`src/rtl/mag_comp_seq_pkg.sv`:
```
// Shared definitions for the digit-serial magnitude comparator:
// the 2-bit result encoding and the controller state type.
package mag_comp_pkg;

  typedef logic [1:0] cmp_t;

  localparam cmp_t CMP_EQ = 2'b00;
  localparam cmp_t CMP_GT = 2'b01;
  localparam cmp_t CMP_LT = 2'b10;

  typedef enum logic [1:0] {
    IDLE = 2'd0,
    RUN  = 2'd1,
    DONE = 2'd2
  } state_t;

endpackage

```
`src/rtl/mag_comp_seq_if.sv`:
```
// Start/busy/done handshake bundle for mag_comp_seq; master drives the
// request and operands, slave (the comparator) returns status and result.
interface mag_comp_seq_if
  import mag_comp_pkg::*;
#(
  parameter int unsigned WIDTH = 8
);

  logic             start;
  logic [WIDTH-1:0] a;
  logic [WIDTH-1:0] b;
  logic             busy;
  logic             done;
  cmp_t             out;

  modport master (output start, a, b, input busy, done, out);
  modport slave  (input start, a, b, output busy, done, out);

endinterface

```
`src/rtl/mag_comp_seq_digit_cmp.sv`:
```
// Combinational compare of one DIGIT-wide digit pair, result in the
// package comparator encoding.
module digit_cmp
  import mag_comp_pkg::*;
#(
  parameter int unsigned DIGIT = 1
) (
  input  logic [DIGIT-1:0] a_i,
  input  logic [DIGIT-1:0] b_i,
  output cmp_t             res_o
);

  always_comb begin
    res_o = CMP_EQ;
    if (a_i > b_i) begin
      res_o = CMP_GT;
    end else if (a_i < b_i) begin
      res_o = CMP_LT;
    end
  end

endmodule

```
`src/rtl/mag_comp_seq.sv`:
```
// Digit-serial WIDTH-bit magnitude comparator, MSB digit first, with early
// exit on the first differing digit. SIGNED_CMP_EN selects two's-complement operands.
module mag_comp_seq
  import mag_comp_pkg::*;
#(
  parameter int unsigned WIDTH = 8,
  parameter int unsigned DIGIT = 1
) (
  input  logic          clk,
  input  logic          rst,
  mag_comp_seq_if.slave bus
);

  localparam int unsigned DSAFE = (DIGIT > 0) ? DIGIT : 1;
  localparam int unsigned NDIG  = WIDTH / DSAFE;
  localparam int unsigned CW    = (NDIG > 1) ? $clog2(NDIG) : 1;
  localparam logic [CW-1:0] LAST = CW'(NDIG - 1);

`ifdef SIGNED_CMP_EN
  // Flipping the sign bit maps two's-complement order onto unsigned order.
  localparam logic [WIDTH-1:0] CAP_MASK = WIDTH'(1) << (WIDTH - 1);
`else
  localparam logic [WIDTH-1:0] CAP_MASK = '0;
`endif

  if ((DIGIT < 1) || ((WIDTH % DSAFE) != 0)) begin : g_bad_cfg
    $error("mag_comp_seq: WIDTH must be a nonzero multiple of DIGIT");
  end

  state_t           state_q, state_d;
  logic [WIDTH-1:0] a_q, a_d;
  logic [WIDTH-1:0] b_q, b_d;
  logic [CW-1:0]    cnt_q, cnt_d;
  cmp_t             out_q, out_d;
  cmp_t             dres;
  logic             accept;
  logic             decide;

  digit_cmp #(.DIGIT(DSAFE)) u_digit_cmp (
    .a_i   (a_q[WIDTH-1 -: DSAFE]),
    .b_i   (b_q[WIDTH-1 -: DSAFE]),
    .res_o (dres)
  );

  assign accept = bus.start && (state_q != RUN);
  assign decide = (state_q == RUN) && ((dres != CMP_EQ) || (cnt_q == LAST));

  always_ff @(posedge clk) begin
    if (rst) begin
      state_q <= IDLE;
      a_q     <= '0;
      b_q     <= '0;
      cnt_q   <= '0;
      out_q   <= CMP_EQ;
    end else begin
      state_q <= state_d;
      a_q     <= a_d;
      b_q     <= b_d;
      cnt_q   <= cnt_d;
      out_q   <= out_d;
    end
  end

  always_comb begin
    state_d = state_q;
    case (state_q)
      IDLE:    if (bus.start) state_d = RUN;
      RUN:     if (decide) state_d = DONE;
      DONE:    state_d = bus.start ? RUN : IDLE;
      default: state_d = IDLE;
    endcase
  end

  // Result is loaded on the deciding edge so it is valid during the DONE cycle.
  always_comb begin
    a_d   = a_q;
    b_d   = b_q;
    cnt_d = cnt_q;
    out_d = out_q;
    if (accept) begin
      a_d   = bus.a ^ CAP_MASK;
      b_d   = bus.b ^ CAP_MASK;
      cnt_d = '0;
    end else if (state_q == RUN) begin
      if (decide) begin
        out_d = dres;
      end else begin
        a_d   = a_q << DSAFE;
        b_d   = b_q << DSAFE;
        cnt_d = cnt_q + CW'(1);
      end
    end
  end

  always_comb begin
    bus.busy = (state_q == RUN);
    bus.done = (state_q == DONE);
    bus.out  = out_q;
  end

endmodule

```
`src/flat_wrapper.sv`:
```
// flat-port wrapper written by rule: the top's interface ports become plain ports
module mag_comp_seq_flat import mag_comp_pkg::*;
#(
  parameter int unsigned WIDTH = 8,
  parameter int unsigned DIGIT = 1
)
  (clk, rst, bus_start, bus_a, bus_b, bus_busy, bus_done, bus_out);
  mag_comp_seq_if #(.WIDTH(WIDTH)) bus_i ();
  input  logic clk;
  input  logic rst;
  input wire logic [$bits(bus_i.start)-1:0] bus_start;
  input wire logic [$bits(bus_i.a)-1:0] bus_a;
  input wire logic [$bits(bus_i.b)-1:0] bus_b;
  output wire logic [$bits(bus_i.busy)-1:0] bus_busy;
  output wire logic [$bits(bus_i.done)-1:0] bus_done;
  output wire logic [$bits(bus_i.out)-1:0] bus_out;
  assign bus_i.start = bus_start;
  assign bus_i.a = bus_a;
  assign bus_i.b = bus_b;
  assign bus_busy = bus_i.busy;
  assign bus_done = bus_i.done;
  assign bus_out = bus_i.out;
  mag_comp_seq #(.WIDTH(WIDTH), .DIGIT(DIGIT)) u_core (.clk(clk), .rst(rst), .bus(bus_i));
endmodule
```
`config.mk`:
```
export PLATFORM = sky130hd
export DESIGN_NAME = mag_comp_seq_flat
export DESIGN_NICKNAME = d
export VERILOG_FILES = /design/src/rtl/mag_comp_seq_pkg.sv /design/src/rtl/mag_comp_seq_if.sv /design/src/rtl/mag_comp_seq_digit_cmp.sv /design/src/rtl/mag_comp_seq.sv /design/src/flat_wrapper.sv
export SDC_FILE = /design/constraint.sdc
export NUM_CORES = 1
export LEC_CHECK = 0
export ABC_AREA = 1
export CELL_PAD_IN_SITES_DETAIL_PLACEMENT = 2
export CELL_PAD_IN_SITES_GLOBAL_PLACEMENT = 2
export CORE_MARGIN = 10
export CORE_UTILIZATION = 25
export DETAILED_ROUTE_END_ITERATION = 10
export DONT_BUFFER_PORTS = 1
export PLACE_DENSITY_LB_ADDON = 0.12
export SLEW_MARGIN = 20
export SYNTH_ARGS = -nofsm -noshare
export SYNTH_HDL_FRONTEND = slang
export SYNTH_SLANG_ARGS = --single-unit
```
`constraint.sdc`:
```
create_clock -name clk -period 1.5 [get_ports clk]
set_input_delay 0.225 -clock clk [delete_from_list [all_inputs] [get_ports clk]]
set_output_delay 0.225 -clock clk [all_outputs]
set_load 0.005 [all_outputs]
```
==> run_results.csv <==
group,metric,value,unit
finish,n_antenna_cell,0,
clocking,clock_latency,0.27,ns
drt,via_count,1070,
finish,area_growth,21.4,%
floorplan,die_height,88.0,µm
timing,worst_pin_slew,0.230,ns
drt,drt_pass1_iterations,4,
critical_path,start_kind,"register",
timing,fin_worst_skew,0.00378,ns
timing,finalSetupViolations,0,
outcome,status,"complete, no violations",
timing,period_minus_slack,1.41,ns
critical_path,required,1.70,ns
placement,postPlaceCellArea,1240,µm²
clocking,cts-root-buf,"clkbuf_8",
drt,detail-route-antenna-nets,0,
clocking,path_clk_slew,0.09,ns
timing,hold_viol,0,
placement,pre_cts_slack,-0.107,ns
placement,place.gp.congestion,0.742,
grt,grt_max_degree,17,
grt,grt-ovfl-total,0,
logic_synthesis,synth_seq_cells,23,
logic_synthesis,yosysWarnings,0,
clocking,htreeDepth,1,
clocking,cts_sinks,23,
grt,grt_pass1_wl,5750,µm
drt,first_iter_violations,37,
critical_path,cp_slowest_cell,"dfxtp_2",
logic_synthesis,syn_avg_cell_area,6.72,µm²
finish,nets,205,
timing,setup_slack,0.0896,ns
floorplan,die_w,88.0,µm
drt,routed_wl,3480,µm
timing,finalMaxSlewViolations,0,
critical_path,worstPathCellList,"inv_1, ha_4, inv_2, nor2_4, nand2_4, buf_4, xor2_1, nor2_1",
critical_path,cp_max_fo,8,
logic_synthesis,netlist_area,1160,µm²
timing,finalCritPeriodShare,0.940,
timing,timing.fmax,709,MHz
finish,fin_util,0.318,
critical_path,endpoint_kind,"register",
floorplan,core_area,4410,µm²
floorplan,boundaryPins,23,
placement,numPortBuffers,0,
floorplan,initial_core_util,0.262,
worst_hold_path,hp-class,"in2reg",
grt,grt_pass1_vias,1164,
floorplan,dieArea,7740,µm²
logic_synthesis,syn_nets,195,
clocking,clockBufferDepth,2,
grt,grt_usage,0.0939,
critical_path,crit_type,"reg2reg",
logic_synthesis,syn_inst,172,
clocking,cts_tree,"done",
floorplan,rows,24,
timing,slew_headroom,0.846,
power_and_ir_drop,p_leak,0.630,nW
logic_synthesis,yosysSeqAreaShare,0.398,
grt,antenna_found_initial,0,
placement,dpl.hpwl,2540,µm
power_and_ir_drop,power_density,1040,nW/µm²
finish,drive_gt1_frac,0.166,
drt,routedWlPerCell,14.9,µm
critical_path,arrival,1.61,ns
run,cap_violations,0,
timing,rsz0062_at_grt,"true",
drt,vias_per_cell,4.59,
power_and_ir_drop,ir_drop,403,µV
logic_synthesis,ys_types,22,
critical_path,r2r_setup_slack,0.09,ns
finish,final_cell_area,1400,µm²
critical_path,cp_slowest_stage_delay,0.34,ns
clocking,cts_buffers,3,
drt,drc_errors,0,
synthesized netlist by cell type:
library cell,n,area (µm²)
nor2_1,45,169
nand2_1,37,139
dfxtp_1,23,460
inv_1,22,82.6
nand3_1,16,80.1
a21oi_1,5,25.0
ha_1,4,50.1
nand2_4,3,33.8
buf_6,2,22.5
nor2_4,2,22.5
o21ai_0,2,10.0
buf_1,1,3.75
buf_2,1,5.00
buf_4,1,7.51
clkbuf_1,1,3.75
inv_2,1,3.75
nand2_2,1,6.26
nor3_1,1,5.00
o21ai_1,1,5.00
or2_0,1,6.26
or2_1,1,6.26
xor2_1,1,8.76
layout make-up:
cell class                      count  area [µm²]
Tap cell                           52        65.1
Clock buffer                        4        45.0
Fill cell                         515        3010
Timing Repair Buffer               11         118
Multi-Input combinational cell    120         626
Inverter                           23        86.3
Sequential cell                    23         464
flip-flops by register name, indices dropped and copies added, names as in the netlist:
signal,count
u_core.b_q,8
u_core.state_q,2
u_core.bus.out,2
u_core.a_q,8
u_core.cnt_q,3
worst max-delay path, delay by kind of cell (launching register included):
kind,cells,cell delay [ns]
adder cells (fa/ha/maj),1,0.29
flip-flops,1,0.34
buffers and inverters,3,0.27
AND/OR/NAND/NOR,3,0.31
XOR/XNOR,1,0.13
logic make-up after synthesis:
logic type | count (synthesis) | synth area share
AOI/OAI and AO/OA | 8 | 0.0346
and+or+nand+nor | 107 | 0.405
xor gates and xnor gates | 1 | 0.00758
buffers and inverters | 29 | 0.111
adders and majority gates | 4 | 0.0433
DFF | 23 | 0.398
power by group:
part	switching, W	internal, W
combinational	0.000204	0.000156
sequential	0.0000316	0.000663
clock	0.000216	0.000190
total	0.000451	0.00101
per-stage QoR:
stage | std cells | hold WS [ns] | setup TNS (ns) | total power [W]
6_report | 233 | 0.0136 | 0 | 0.00146
2_1_floorplan | 172 | 0.365 | 0 | 0.000928
4_1_cts | 230 | 0.00132 | 0 | 0.00146
5_1_grt | 233 | 0.00140 | -0.0986 | 0.00157
3_5_place_dp | 225 | 0.298 | -1.22 | 0.00102
3_3_place_gp | 225 | 0.298 | 0 | 0.00100
path summary, 6_finish.rpt:
| kind | start | cells past startpoint | endpoint |
|---|---|---|---|
| max | u_core.a_q[7]$_SDFFE_PP0P_ | 8 | u_core.cnt_q[0]$_SDFFE_PP0P_ |
| max reg2reg | u_core.a_q[7]$_SDFFE_PP0P_ | 8 | u_core.cnt_q[0]$_SDFFE_PP0P_ |
| min reg2reg | u_core.cnt_q[1]$_SDFFE_PP0P_ | 2 | u_core.cnt_q[1]$_SDFFE_PP0P_ |
| min | rst | 1 | u_core.state_q[1]$_SDFFE_PP0P_ |
cell usage in the layout, fill, tap and decap left out, drive strengths merged:
master / instances
nor2: 47
o21ai: 3
ha: 4
nor3: 1
inv: 23
buf: 8
xor2: 1
clkbuf: 5
or2: 2
nand3: 16
dfxtp: 23
a21oi: 5
nand2: 41
dlygate4sd3: 2
routing by layer:
metal | vias up | global-route usage | wire length, µm
li1 | 536 | - | -
met1 | 513 | 0.104 | 1590
met2 | 19 | 0.165 | 1670
met3 | 2 | 0.0362 | 195
met4 | 0 | 0.0217 | 20
met5 | - | 0 | 0
repair_timing:
| item | in CTS | in global routing |
|---|---|---|
| setup buffers | 0 | 1 |
| gates resized for setup | 6 | 9 |
| gates cloned | 0 | 1 |
| hold buffers | 1 | 1 |
| setup endpoints to repair | 17 | 16 |
| pin swaps | 2 | 2 |
| endpoints found under the hold margin | 1 | 2 |
(Power assumes the default switching activity.)
